$ cat src/rtl/deco_3_to_8_strobe.sv
// deco_3_to_8_strobe: FIFO-buffered 3-to-8 decoder that replays each queued code
// as a one-hot strobe held HOLD cycles, separated by GAP zero cycles.
module deco_3_to_8_strobe #(
  parameter int HOLD  = 4,
  parameter int GAP   = 1,
  parameter int DEPTH = 4
) (
  input  logic                     clk,
  input  logic                     rst_n,
  input  logic                     in_valid,
  output logic                     in_ready,
  input  logic [2:0]               in_code,
  input  logic                     en,
  output logic [7:0]               y,
  output logic                     done,
  output logic                     busy,
  output logic [$clog2(DEPTH):0]   fifo_count
);
  localparam int AW = $clog2(DEPTH);
  typedef enum logic [1:0] {S_IDLE, S_HOLD, S_GAP} state_t;
  state_t state, state_d;
  logic [7:0] cnt, cnt_d, y_d;
  logic done_d, push, pop, can_launch, cnt_zero, finish, fire;
  logic [2:0] mem [DEPTH];
  logic [AW-1:0] wr_ptr, rd_ptr;
  assign in_ready   = fifo_count != (AW+1)'(DEPTH);
  assign push       = in_valid && in_ready;
  assign can_launch = fifo_count != '0 && en;
  assign cnt_zero   = cnt == '0;
  assign busy       = state != S_IDLE || fifo_count != '0;
  assign finish     = state == S_HOLD && cnt_zero;
  // with no gap the next strobe launches straight out of the last hold cycle
  assign fire = can_launch && (state == S_IDLE ||
                (cnt_zero && (state == S_GAP || (state == S_HOLD && GAP == 0))));
  assign pop = fire;
  always_ff @(posedge clk or negedge rst_n) begin
    if (!rst_n) begin
      state      <= S_IDLE;
      cnt        <= '0;
      y          <= '0;
      done       <= 1'b0;
      wr_ptr     <= '0;
      rd_ptr     <= '0;
      fifo_count <= '0;
    end else begin
      state      <= state_d;
      cnt        <= cnt_d;
      y          <= y_d;
      done       <= done_d;
      wr_ptr     <= wr_ptr + AW'(push);
      rd_ptr     <= rd_ptr + AW'(pop);
      fifo_count <= fifo_count + (AW+1)'(push) - (AW+1)'(pop);
    end
  end
  always_ff @(posedge clk) begin
    if (push) mem[wr_ptr] <= in_code;
  end
  always_comb begin
    state_d = fire ? S_HOLD :
              finish ? (GAP > 0 ? S_GAP : S_IDLE) :
              (state == S_GAP && cnt_zero) ? S_IDLE : state;
  end
  always_comb begin
    y_d    = fire ? 8'(1) << mem[rd_ptr] : (state == S_HOLD && !cnt_zero) ? y : 8'h00;
    cnt_d  = fire ? 8'(HOLD - 1) : finish ? 8'(GAP - 1) : cnt_zero ? cnt : cnt - 8'd1;
    done_d = finish;
  end
endmodule

$ cat config.mk
export PLATFORM = sky130hd
export DESIGN_NAME = deco_3_to_8_strobe
export DESIGN_NICKNAME = d
export VERILOG_FILES = /design/src/rtl/deco_3_to_8_strobe.sv
export SDC_FILE = /design/constraint.sdc
export NUM_CORES = 1
export LEC_CHECK = 0
export CAP_MARGIN = 0
export CORE_UTILIZATION = 25
export CTS_CLUSTER_DIAMETER = 120
export DETAILED_ROUTE_END_ITERATION = 12
export PLACE_DENSITY = 0.45
export SETUP_SLACK_MARGIN = 0.05
export SLEW_MARGIN = 25
export SYNTH_ARGS = -nofsm -noshare
export SYNTH_HDL_FRONTEND = slang
export SYNTH_SLANG_ARGS = --single-unit
$ cat constraint.sdc
create_clock -name clk -period 3.15 [get_ports clk]
set_input_delay 0.7875 -clock clk [delete_from_list [all_inputs] [get_ports clk]]
set_output_delay 0.7875 -clock clk [all_outputs]
set_load 0.03 [all_outputs]
==> impl_metrics.ini, run 1 <==
[layout]
drive_gt1_share_pct = 13.1
flow.area_growth_from_synthesis_pct = 26.8
layout.nets = 180
final_cell_mix = sky130_fd_sc_hd__dfrtp_1, sky130_fd_sc_hd__clkdlybuf4s50_1, sky130_fd_sc_hd__nor2_1, sky130_fd_sc_hd__edfxtp_1, sky130_fd_sc_hd__nand2_1
ff_latch_area_mm2 = 0.00101
antenna-diode-count = 0
multiInputGateArea_um2 = 678
layout.cell_area.non_filler_mm2 = 0.00217
layout_commonest_cell = sky130_fd_sc_hd__dfrtp_1
layout.filler_cells = 652

[drt]
vias_per_cell = 4.80
dr.first_iter.drc_count = 56
drc_errors = 0
vias = 1176
dr_wl_cell_um = 14.1
wl_mm = 3.46
drtAntennaViolNets = 0
first_pass_iters = 4

[critical_path]
crit_path_required_time_ns = 2.36
endpoint_kind = output pin
timing.critical_path.slowest_cell_delay_ns = 0.60
maximum_net_fanout_on_the_critical_path = 5
timing.critical_path.cells = or3_1, or3_1, clkdlybuf4s50_1
timing.critical_path.arrival_ns = 2.03
critical_path.slowest_cell = sky130_fd_sc_hd__clkdlybuf4s50_1
critical-path-top-cell-by-count = sky130_fd_sc_hd__or3_1
path_class = flip-flop to output pin
critical_path.startpoint_type = flip-flop

[clocking]
postCtsResizedCells = 0
cts.root.buffer_cell = sky130_fd_sc_hd__clkbuf_8
cts_post_setup_buffers_inserted = 0
clockBufferDepth = 2
cts_buf_count = 5
cts.sinks = 38
clock_insertion_delay_worst_skew_ns = 0.29
clkTransAtPathRegs_ns = 0.07
holdBufCountCts = 0
tritoncts = built
cts_htree_levels = 2

[sta]
min_period_ns = 2.82
max_slew_margin_pct = 55.9
clock.fmax_ghz = 0.354
worst_slew_pin_slew_ns = 0.661
final-setup-viol-count = 0
maxSlewViolCount = 0
hold_viol_final = 0
clock-skew-final_ns = 0.00655
layout_worst_path_cycle_share_pct = 89.6
rsz0062_at_grt = no
final_tns_setup_ns = 0

[yosys]
ys_ff_latch = 38
postSynthCellCount = 136
synth.yosys.seq_area_share_pct = 58.9
postSynthNetCount = 149
syn_warnings = 0
synth_area_per_cell_um2 = 12.6
synthesis.area_mm2 = 0.00172
distinct_cells_synth = 39

[global_routing]
grt_overflow = 0
grt_max_degree = 27
use_met2_pct = 18.8
grt_busiest_layer = met2
grt_util_met1_pct = 12.6
globalRouteMet3Util_pct = 2.92
initial_antenna_violation_count = 0
first_global_vias = 1262
grt_usage_pct = 11.0
wire_length_of_the_first_global_routing_pass_mm = 6.01

[floorplan]
floorplan.initialDensity_pct = 26.4
std_cell_rows = 29
pin_count = 21
die-height_um = 84.8
coreArea_mm2 = 0.00649
die_x_um = 84.8
design.die.area_mm2 = 0.00720

[run_status]
outcome = completed

[place]
gp_congestion = 0.694
detailed_place.area_mm2 = 0.00204
half_perimeter_wire_length_of_the_detailed_placement_result_mm = 2.57
numPortBuffers = 20

[pwr]
p_leak_nw = 0.877
max-vdd-ir-drop_v = 0.000232
power_per_cell_area_mw_per_mm2 = 982

[worst_hold_path]
worst_hold_path_type = flip-flop to flip-flop

[job]
max_cap_viol_count = 0
-- power by group --
| part | switching [W] | total (W) | internal (W) |
|---|---|---|---|
| logic | 0.000456 | 0.000822 | 0.000366 |
| clock network | 0.000174 | 0.000488 | 0.000313 |
| registers | 0.000155 | 0.000825 | 0.000669 |
-- registers in the layout, summed over array words and instances (netlist names) --
signal / count
fifo_count: 3
cnt: 8
wr_ptr: 2
state: 2
rd_ptr: 2
y: 8
mem: 12
done: 1
-- final timing paths --
kind                                 end           from  depth (start not counted)  slack [ns]
min reg2reg                         y[7]           y[7]                          2        0.51
min                                 y[7]           y[7]                          2        0.51
max reg2reg                fifo_count[2]         cnt[0]                         11        0.60
max                                 busy  fifo_count[2]                          3        0.33
min in group asynchronous         cnt[4]          rst_n                          2        0.86
max in group asynchronous           done          rst_n                          2        2.01
-- metal layers --
layer	routed length (µm)	part of all wire, %	vias up
li1	-	-	565
met1	1470	42	591
met2	1820	53	14
met3	108	3.1	6
met4	61	1.8	0
met5	0	0	-
-- cell type report --
type	count	area share, %
inverters	7	1.21
repair buffers	24	10.6
flip-flops and latches	38	46.5
clock inverters	3	2.93
clock buffers	5	3.16
well taps	77	4.43
multi-input cells	91	31.2
-- logic make-up after synthesis --
family                   share of synthesized area (%)
AND/OR/NAND/NOR                                   17.1
flip-flops                                        58.9
multiplexers                                      3.94
buffers and inverters                             1.53
adder cells (fa/ha/maj)                           4.81
XOR/XNOR                                          2.04
AO/OA/AOI/OAI                                     11.6
-- synth_stat cells, drive strengths merged --
library cell | number | share of area (%)
o2111ai | 1 | 0.51
dfrtp | 26 | 38
nor3b | 3 | 1.6
o22a | 2 | 1.0
a22o | 3 | 1.5
nand4 | 1 | 0.36
mux4 | 3 | 3.9
fa | 1 | 1.2
a31oi | 1 | 0.36
a21o | 1 | 0.44
or3 | 2 | 0.73
nor3 | 5 | 1.8
o32a | 1 | 0.58
nor4 | 2 | 1.1
o22ai | 1 | 0.36
nor2b | 2 | 0.73
o31ai | 2 | 0.88
nand2 | 10 | 2.2
and2b | 1 | 0.44
or4 | 1 | 0.66
inv | 7 | 1.5
and3 | 2 | 0.73
o21ai | 3 | 0.88
or3b | 1 | 0.51
nand3b | 2 | 0.88
ha | 5 | 3.6
a21oi | 7 | 2.0
nor2 | 14 | 3.6
a32o | 4 | 2.3
xor2 | 3 | 1.5
a21boi | 1 | 0.66
nand2b | 5 | 1.8
edfxtp | 12 | 21
xnor2 | 1 | 0.51
-- worst max-delay path, delay by kind of cell, from the launching register on --
family / cells / cell delay (ns)
flops: 1 / 0.44
buf+inv: 1 / 0.60
simple gates: 2 / 0.71
-- per-stage QoR --
step / cells / power [W] / utilization [%] / worst slack (ns) / hold slack (ns)
after CTS: 245 / 0.00217 / 33.5 / 0.308 / 0.512
after global routing: 245 / 0.00229 / 33.5 / 0.225 / 0.521
final: 245 / 0.00213 / 33.5 / 0.328 / 0.508
after detailed placement: 237 / 0.00167 / 31.4 / 0.318 / 0.495
after global placement: 237 / 0.00164 / 31.4 / 0.366 / 0.482
after floorplan: 136 / 0.00139 / - / 0.670 / 0.488
Note: power is estimated with default switching activity, not from simulation.
==> run 2: changes to the inputs <==
- CTS_BUF_LIST: not set -> sky130_fd_sc_hd__clkbuf_8
- SLEW_MARGIN: 25 -> not set
==> results of run 2 <==
No change in the layout: final DEF, timing and power equal those of run 1.
==> run 3: changes to the inputs <==
- HOLD_SLACK_MARGIN: not set -> 0.1
==> results of run 3 <==
No change in the layout: final DEF, timing and power equal those of run 1.
